File: src/rtl/jericalla_sequencer.sv
// jericalla_sequencer: start/busy/done program engine for the ROM->ALU->RAM datapath; `SINGLE_STEP_EN adds step_req and a PAUSE state
module jericalla_sequencer #(
  parameter int PC_W       = 8,
  parameter int START_ADDR = 0,
  parameter int MAX_STEPS  = 255
) (
  input  logic            clk,
  input  logic            rst,
  input  logic            start,
`ifdef SINGLE_STEP_EN
  input  logic            step_req,
`endif
  output logic            busy,
  output logic            done,
  output logic            timeout,
  output logic [PC_W-1:0] pm_addr,
  input  logic [16:0]     pm_data,
  output logic [16:0]     dp_instr,
  input  logic            dp_zf,
  output logic            zf_flag,
  output logic [PC_W-1:0] pc
);
  localparam int STEP_W = $clog2(MAX_STEPS + 1);
  localparam logic [PC_W-1:0] START = PC_W'(START_ADDR);
  typedef enum logic [2:0] {
    IDLE, FETCH, LOAD, EXEC, DONE
`ifdef SINGLE_STEP_EN
    , PAUSE
`endif
  } state_t;
  state_t            r_state, w_next;
  logic [PC_W-1:0]   r_pc;
  logic [16:0]       r_ir;
  logic [STEP_W-1:0] r_step, w_step_inc;
  logic              r_timeout, r_zf, w_exec, w_halt, w_jz, w_to;
  logic [7:0]        w_tgt;
  assign busy    = r_state != IDLE;
  assign done    = r_state == DONE;
  assign timeout = r_timeout;
  assign zf_flag = r_zf;
  assign pc      = r_pc;
  assign pm_addr = r_pc;
  // decode the held instruction, pick the next state and gate the datapath word
  always_comb begin
    w_exec     = r_state == EXEC;
    w_halt     = r_ir[12:9] == 4'hF;
    w_jz       = r_ir[12:9] == 4'hE;
    w_step_inc = r_step + STEP_W'(1);
    w_to       = !w_halt && w_step_inc == STEP_W'(MAX_STEPS);
    w_tgt      = r_ir[8:1];
    dp_instr   = (w_exec && !w_halt && !w_jz) ? r_ir : '0;
    w_next     = r_state;
    case (r_state)
      IDLE:    w_next = start ? FETCH : IDLE;
      FETCH:   w_next = LOAD;
      LOAD:    w_next = EXEC;
`ifdef SINGLE_STEP_EN
      EXEC:    w_next = (w_halt || w_to) ? DONE : PAUSE;
      PAUSE:   w_next = step_req ? FETCH : PAUSE;
`else
      EXEC:    w_next = (w_halt || w_to) ? DONE : FETCH;
`endif
      default: w_next = IDLE;
    endcase
  end
  // state register
  always_ff @(posedge clk) r_state <= rst ? IDLE : w_next;
  // program counter, instruction register, step count and flags
  always_ff @(posedge clk) begin
    if (rst) begin
      r_pc      <= START;
      r_ir      <= '0;
      r_step    <= '0;
      r_timeout <= 1'b0;
      r_zf      <= 1'b0;
    end else if (r_state == IDLE && start) begin
      r_pc      <= START;
      r_step    <= '0;
      r_timeout <= 1'b0;
      r_zf      <= 1'b0;
    end else if (r_state == LOAD) begin
      r_ir <= pm_data;
    end else if (w_exec) begin
      r_step    <= w_step_inc;
      r_timeout <= w_to;
      if (!w_halt) r_pc <= (w_jz && r_zf) ? w_tgt[PC_W-1:0] : r_pc + 1'b1;
      if (!w_halt && !w_jz) r_zf <= dp_zf;
    end
  end
endmodule

File: config.mk
export PLATFORM = sky130hd
export DESIGN_NAME = jericalla_sequencer
export DESIGN_NICKNAME = d
export VERILOG_FILES = /design/src/rtl/jericalla_sequencer.sv
export SDC_FILE = /design/constraint.sdc
export NUM_CORES = 1
export LEC_CHECK = 0
export ABC_AREA = 1
export ABC_CLOCK_PERIOD_IN_PS = 3900
export BUFFER_PORTS_ARGS = -buffer_cell sky130_fd_sc_hd__buf_2
export CELL_PAD_IN_SITES_DETAIL_PLACEMENT = 1
export CELL_PAD_IN_SITES_GLOBAL_PLACEMENT = 1
export CORE_MARGIN = 2
export CORE_UTILIZATION = 27
export DETAILED_ROUTE_END_ITERATION = 10
export GPL_ROUTABILITY_DRIVEN = 0
export PLACE_DENSITY = 0.62
export SLEW_MARGIN = 10
export SYNTH_ARGS = -nofsm -noshare
export SYNTH_HDL_FRONTEND = slang
export SYNTH_SLANG_ARGS = --single-unit
File: constraint.sdc
create_clock -name clk -period 3.9 [get_ports clk]
set_clock_uncertainty 0.1 [all_clocks]
set_input_delay 0.78 -clock clk [delete_from_list [all_inputs] [get_ports clk]]
set_output_delay 0.78 -clock clk [all_outputs]
set_load 0.02 [all_outputs]
# Yosys cells after proc, flatten, opt, wreduce, memory -nomap -nowiden
# Index checks and enable logic that the tools add are counted.
# totals
register_bits,38
output_inout_bits,37
# op_classes
reduce_logical,16
n_addsub,2
n_eq_ne,7
mux,5
bitwise_logic,3
# ops
operator,count
$mux 17,1
$add 8x1->8 const B,2
$pmux 3 s4,1
$eq 4x4->1 const B,2
$eq 8x8->1 const B,1
$mux 8,1
$eq 3x2->1 const B,2
$logic_and 1x1->1,6
$reduce_and 3->1,2
$reduce_and 2->1,2
$eq 3x1->1 const B,1
$eq 3x3->1 const B,1
$logic_not 3->1,1
$mux 3,1
$not 1->1,3
$reduce_bool 3->1,1
$logic_not 1->1,2
$reduce_or 2->1,1
$logic_or 1x1->1,1
$mux 1,1

# Depth between registers and ports, before layout
# Gate-level depths: netlist of run 1.
# logic_depth
depth_word,6
mapped_depth,11

# Worst setup path before layout of run 1
# OpenSTA, ideal clock, no wires.
# synth_path
path_kind,reg-to-output
startpoint,register r_state[1]
endpoint,output port dp_instr[10]
setup_slack_ps,1805
path_buffers,1
path_stages_with_launch,8
arrival_time_ps,1215
cell_sequence,dfxtp_1 -> nand2_1 -> clkinv_2 -> nand2_4 -> inv_2 -> nand2_2 -> buf_4 -> nor2_1
# synth_via
elab_chain_len,4
# synth_rtl
item,line,text
start: declaration,31,"state_t r_state, w_next;"
start signal: assignment,67,always_ff @(posedge clk) r_state <= rst ? IDLE : w_next;
$eq 3x2->1,45,w_exec = r_state == EXEC;
$logic_and 1x1->1 (2 in a row),51,dp_instr = (w_exec && !w_halt && !w_jz) ? r_ir : '0;
$mux 17,51,
end: declaration,18,"output logic [16:0] dp_instr,"
# Every way passes these cells.

# Final worst setup path of run 1
# layout_path
startpoint,register r_state[1]
endpoint,output port dp_instr[9]
# Same word-level chain as after synthesis.

==> results of run 1 <==
[worst paths after layout]
check	to	slack, ns	cells past startpoint
max reg2reg	r_ir[9]	2.17	4
min	r_ir[14]	0.36	2
min reg2reg	r_ir[14]	0.36	2
max	dp_instr[9]	1.22	7
[area by class of cell]
type / instances / area share [%]
clock buffer: 6 / 3.38
clock inverter: 2 / 0.512
inverter: 40 / 6.86
multi-input combinational: 179 / 41.4
sequential: 38 / 31.1
tap: 99 / 5.07
timing repair buffer: 57 / 11.7
[layer usage]
metal	vias up	wire [um]	share of wire, %	track usage (%)
met1	812	2530	50	17.1
met4	0	97	1.9	6.06
met5	-	0	0	0
li1	967	-	-	-
met2	43	2150	43	19.8
met3	8	244	4.9	2.49
[metrics by stage]
step / area [um^2] / utilization (%) / hold WS (ns) / worst slack [ns] / power [W]
detailed placement: 2350 / 32.0 / 0.353 / 1.46 / 0.000555
floorplan: 2070 / - / 0.320 / 1.81 / 0.000523
global route: 2440 / 33.3 / 0.381 / 1.01 / 0.000877
global placement: 2350 / 32.0 / 0.344 / 1.49 / 0.000552
CTS: 2440 / 33.3 / 0.366 / 1.18 / 0.000845
finish: 2440 / 33.3 / 0.357 / 1.22 / 0.000831
[state kept, by name, summed over array words and instances, names as in the netlist]
register / cells
r_ir: 17
zf_flag: 1
pc: 8
timeout: 1
r_state: 3
r_step: 8
[cells by family (layout without fill, tap and decap cells)]
kind of cell	Yosys count	after routing	synth area share (%)
xor gates and xnor gates	3	3	1.27
AOI/OAI and AO/OA	73	73	20.3
DFF	38	38	36.8
adders and majority gates	3	3	1.82
and+or+nand+nor	100	100	25.5
buffers and inverters	57	105	14.3
[power by group through the flow]
| stage | Clock [W] | Sequential [W] | Combinational [W] |
|---|---|---|---|
| 2_1_floorplan | 0 | 0.000438 | 0.0000842 |
| 3_3_place_gp | 0 | 0.000441 | 0.000111 |
| 3_5_place_dp | 0 | 0.000441 | 0.000114 |
| 4_1_cts | 0.000299 | 0.000432 | 0.000114 |
| 5_1_grt | 0.000313 | 0.000435 | 0.000129 |
| 6_report | 0.000289 | 0.000432 | 0.000111 |
[worst min-delay path, cell delays in order, from the launching register on]
cell	delay, ns
dfxtp_1	0.30
inv_1	0.06
a21oi_1	0.06
[cell usage after synthesis (4+ instances only)]
master   instances
a21oi_1         30
a21oi_2          6
buf_4           10
dfxtp_1         38
inv_1           34
nand2_1         37
nand2_2          7
nand3_1         11
nand3_2          4
nor2_1          27
o21ai_0         24
o21ai_1          4
==> results.py, run 1 <==
metrics = {
    "outcome": {
        "outcome": "completed",
    },
    "final_layout": {
        "multi_input_area_mm2": 0.00101,
        "layout_common_cells": "buf_2, dfxtp_1, nand2_1, inv_1, a21oi_1",
        "final_nets": 345,
        "fillers": 926,
        "seqCellArea_um2": 761,
        "n_antenna_cell": 0,
        "area_growth_syn_to_layout_pct": 18.2,
        "drive_above_1_share_pct": 32.0,
        "layout_commonest_cell": "buf_2",
        "final_cells": 421,
    },
    "pwr": {
        "p_switching_w": 0.000239,
        "vdd_drop_max_mv": 0.143,
        "p_leak_nw": 1.09,
        "power_frac_clock_pct": 34.7,
        "pwr-share-comb_pct": 13.4,
        "switching_share_pct": 28.7,
        "p_seq_share_pct": 51.9,
        "power_density_mw_per_mm2": 340,
        "p_int_w": 0.000592,
    },
    "floorplan": {
        "dieHeight_um": 91.5,
        "die_w_um": 91.5,
        "ios": 58,
        "die_area_mm2": 0.00837,
        "start_util_pct": 28.2,
        "core_area_mm2": 0.00733,
        "num_rows": 31,
    },
    "cts": {
        "cts_resized": 0,
        "post-cts-setup-buffers": 0,
        "cts_max_path_buffers": 2,
        "htreeDepth": 2,
        "clock_sinks": 38,
        "hold_buffers": 0,
        "clkTransAtPathRegs_ns": 0.07,
        "clock_latency_ns": 0.30,
        "cts_buffers": 5,
        "tritoncts": "built",
        "clockRootBuffer": "clkbuf_8",
    },
    "critical_path": {
        "start_kind": "flip-flop",
        "critPathRequiredTime_ns": 3.02,
        "max_stage_delay_ns": 0.39,
        "crit_arrival_ns": 1.80,
        "path_max_fanout": 18,
        "critPathTopFamily": "simple AND/OR/NAND/NOR gates",
        "timing.critical_path.buf_inv": 3,
        "worstReg2RegStart": "r_state[2]",
        "worstSetupStartpoint": "r_state[1]",
        "crit_type": "flip-flop to output port",
        "path_cells": "nand2_1 > clkinv_2 > nand2_4 > inv_2 > nand2_2 > nor2_1 > buf_2",
        "slowest_stage": "dfxtp_1",
        "setup.worst_path.end_class": "output port",
    },
    "worst_hold_path": {
        "hold_start": "r_ir[14]",
        "hp-class": "flip-flop to flip-flop",
    },
    "place": {
        "port-buffer-count": 57,
        "dp_cells": 413,
        "dp_hpwl_um": 3830,
    },
    "timing": {
        "setup_tns_ns": 0,
        "fmax_ghz": 0.373,
        "period_share_pct": 68.8,
        "setup_viol": 0,
        "drv_slew": 0,
        "relSlewSlack_pct": 36.5,
        "fin_crit_ns": 2.68,
        "hold_violations": 0,
        "rsz0062_at_grt": "false",
        "tightest_slew_ns": 0.950,
    },
    "route": {
        "drtAntennaViolNets": 0,
        "route.detailed.drc": 0,
        "vias_per_cell": 4.35,
        "vias": 1830,
        "initialDrtViolationCount": 70,
        "dr.pass1.iters": 4,
        "wl_per_cell_um": 11.9,
        "wl_um": 5030,
    },
    "yosys": {
        "netlist_top_cells_area": "dfxtp_1, a21oi_1, nand2_1",
        "syn_nets": 298,
        "syn_area_mm2": 0.00207,
        "ys_seq_area_share_pct": 36.8,
        "synth_edf_count": 0,
        "netlist.area_leader.share_pct": 36.8,
        "synth.avg_cell_area_um2": 7.54,
        "yosysTopAreaCell": "dfxtp_1",
        "ys_ff_latch": 38,
        "ys_warn_count": 0,
        "synthCells": 274,
        "async_flop_share_pct": 0,
        "yosysUniqueCellTypes": 39,
        "ys.flop_type": "dfxtp_1",
    },
    "global_routing": {
        "grt_pass1_wl_um": 8630,
        "grt_overflow": 0,
        "grt_pass1_vias": 1813,
        "grt_usage_pct": 12.8,
        "antenna_found_initial": 0,
        "grt_max_degree": 35,
    },
    "flow_run": {
        "max_cap_violations": 0,
    },
}
Power figures use the tool's default switching activity.
==> run 2, diff against run 1 <==
ABC_CLOCK_PERIOD_IN_PS = 2210   (was 3900)
PLACE_DENSITY = 0.64   (was 0.62)
clock period = 2.21 ns   (was 3.9 ns; I/O delays follow)
==> run 2 against run 1 <==
Effect of this change:
- combinational power increased by 86%
- sequential power increased by 77%
- utilization rose by 0.43 points
- register-to-register slack got worse by 1.5 ns
- global-route usage about the same
- total power up 77%
- via count rose by 0.55%
- cell count rose by 0.95%
- clock power grew 73%
==> results.py, run 2 (same netlist as run 1, synthesis figures left out) <==
metrics = {
    "worst_hold_path": {
        "hp-class": "input pin to flip-flop",
    },
    "timing": {
        "setup_viol": 0,
        "fmax_ghz": 0.495,
        "period_share_pct": 91.5,
        "fin_ws_ns": 0.188,
        "drv_slew": 0,
        "relSlewSlack_pct": 76.1,
        "tightest_slew_ns": 0.357,
        "holdWs_ns": 0.244,
        "rsz0062_at_grt": "false",
        "fin_crit_ns": 2.02,
        "hold_violations": 0,
        "setup_tns_ns": 0,
    },
    "route": {
        "drtAntennaViolNets": 0,
        "vias_per_cell": 4.33,
        "vias": 1840,
        "dr.pass1.iters": 4,
        "wl_um": 5090,
        "initialDrtViolationCount": 66,
        "route.detailed.drc": 0,
        "wl_per_cell_um": 12.0,
    },
    "final_layout": {
        "layout_commonest_cell": "buf_2",
        "multi_input_area_mm2": 0.00102,
        "design_area_mm2": 0.00247,
        "area_growth_syn_to_layout_pct": 19.7,
        "n_antenna_cell": 0,
        "final_cells": 425,
        "final_nets": 349,
        "layout_common_cells": "buf_2, dfxtp_1, nand2_1, inv_1, a21oi_1",
        "largest_register_ff_count": 17,
        "seqCellArea_um2": 761,
        "drive_above_1_share_pct": 32.5,
        "fillers": 941,
        "max_flop_register": "r_ir",
    },
    "critical_path": {
        "crit_type": "flip-flop to output port",
        "crit_arrival_ns": 1.48,
        "path_max_fanout": 18,
        "setup.worst_path.end_class": "output port",
        "critPathRequiredTime_ns": 1.67,
        "start_kind": "flip-flop",
    },
    "place": {
        "port-buffer-count": 57,
        "dp_cells": 417,
        "place_area_mm2": 0.00238,
        "pre_cts_ws_ns": 0.335,
        "dp_hpwl_um": 3880,
    },
    "global_routing": {
        "grt_usage_pct": 12.9,
        "grt_max_degree": 35,
        "grt_overflow": 0,
        "antenna_found_initial": 0,
        "grt_pass1_vias": 1891,
        "grt_pass1_wl_um": 8790,
    },
    "cts": {
        "clockRootBuffer": "clkbuf_8",
        "cts_max_path_buffers": 2,
        "tritoncts": "built",
        "clkTransAtPathRegs_ns": 0.08,
        "clock_sinks": 38,
        "cts_buffers": 5,
        "clock_latency_ns": 0.28,
        "htreeDepth": 2,
        "hold_buffers": 0,
    },
    "flow_run": {
        "max_cap_violations": 0,
    },
    "pwr": {
        "p_leak_nw": 1.11,
        "power_density_mw_per_mm2": 594,
        "vdd_drop_max_mv": 0.232,
    },
    "floorplan": {
        "dieHeight_um": 91.5,
        "ios": 58,
        "die_w_um": 91.5,
        "die_area_mm2": 0.00837,
        "start_util_pct": 28.2,
        "core_area_mm2": 0.00733,
        "num_rows": 31,
    },
    "outcome": {
        "outcome": "completed",
    },
}
run 2: changes by cell type in the layout (fill, tap and decap cells not counted):
cell,before,now
buf_4,0,4
nand2_2,7,6
clkinvlp_4,1,0
nand2_4,1,2
clkbuf_1,0,1
run 2: stage by stage:
step                      util [%]  total power [W]
after floorplan                  -         0.000922
after global placement        32.4         0.000984
after detailed placement      32.4         0.000990
after CTS                     33.7          0.00149
after global routing          33.8          0.00156
final                         33.8          0.00147
run 2: cell type report:
class | instances | area share, %
Clock buffer | 7 | 3.49
Timing Repair Buffer | 61 | 12.7
Sequential cell | 38 | 30.7
Clock inverter | 1 | 0.202
Multi-Input combinational cell | 179 | 41.1
Tap cell | 99 | 5.01
Inverter | 40 | 6.77
run 2: metal layers:
metal	wire length, um	global-route usage [%]
met5	0	0
met4	0	3.79
met3	213	2.66
met2	2410	21.0
met1	2470	17.0
run 2: power breakdown:
group          switching (W)  internal (W)  total, W
clock               0.000249      0.000252  0.000501
combinational       0.000137     0.0000704  0.000207
sequential         0.0000309      0.000732  0.000763
run 2: worst paths after layout:
check	endpoint	from	depth (start not counted)	slack (ns)
worst max-delay path	dp_instr[2]	r_state[1]	7	0.19
worst min-delay path	r_state[0]	rst	2	0.24
worst max register to register	r_state[0]	r_step[0]	11	0.64
worst min register to register	r_ir[0]	r_ir[0]	2	0.36
run 2: worst max-delay path, cell delays in order (launching register included):
cell and delay [ns]:
dfxtp_1 0.39, nand2_1 0.09, clkinv_2 0.07, nand2_4 0.10, inv_2 0.10, nand2_4 0.13
nor2_1 0.15, buf_2 0.18
run 2: repair_timing:
item                                    4_1_cts  5_1_grt
buffers inserted                              0        0
resized for setup                             0        1
endpoints found under the setup margin        0       17
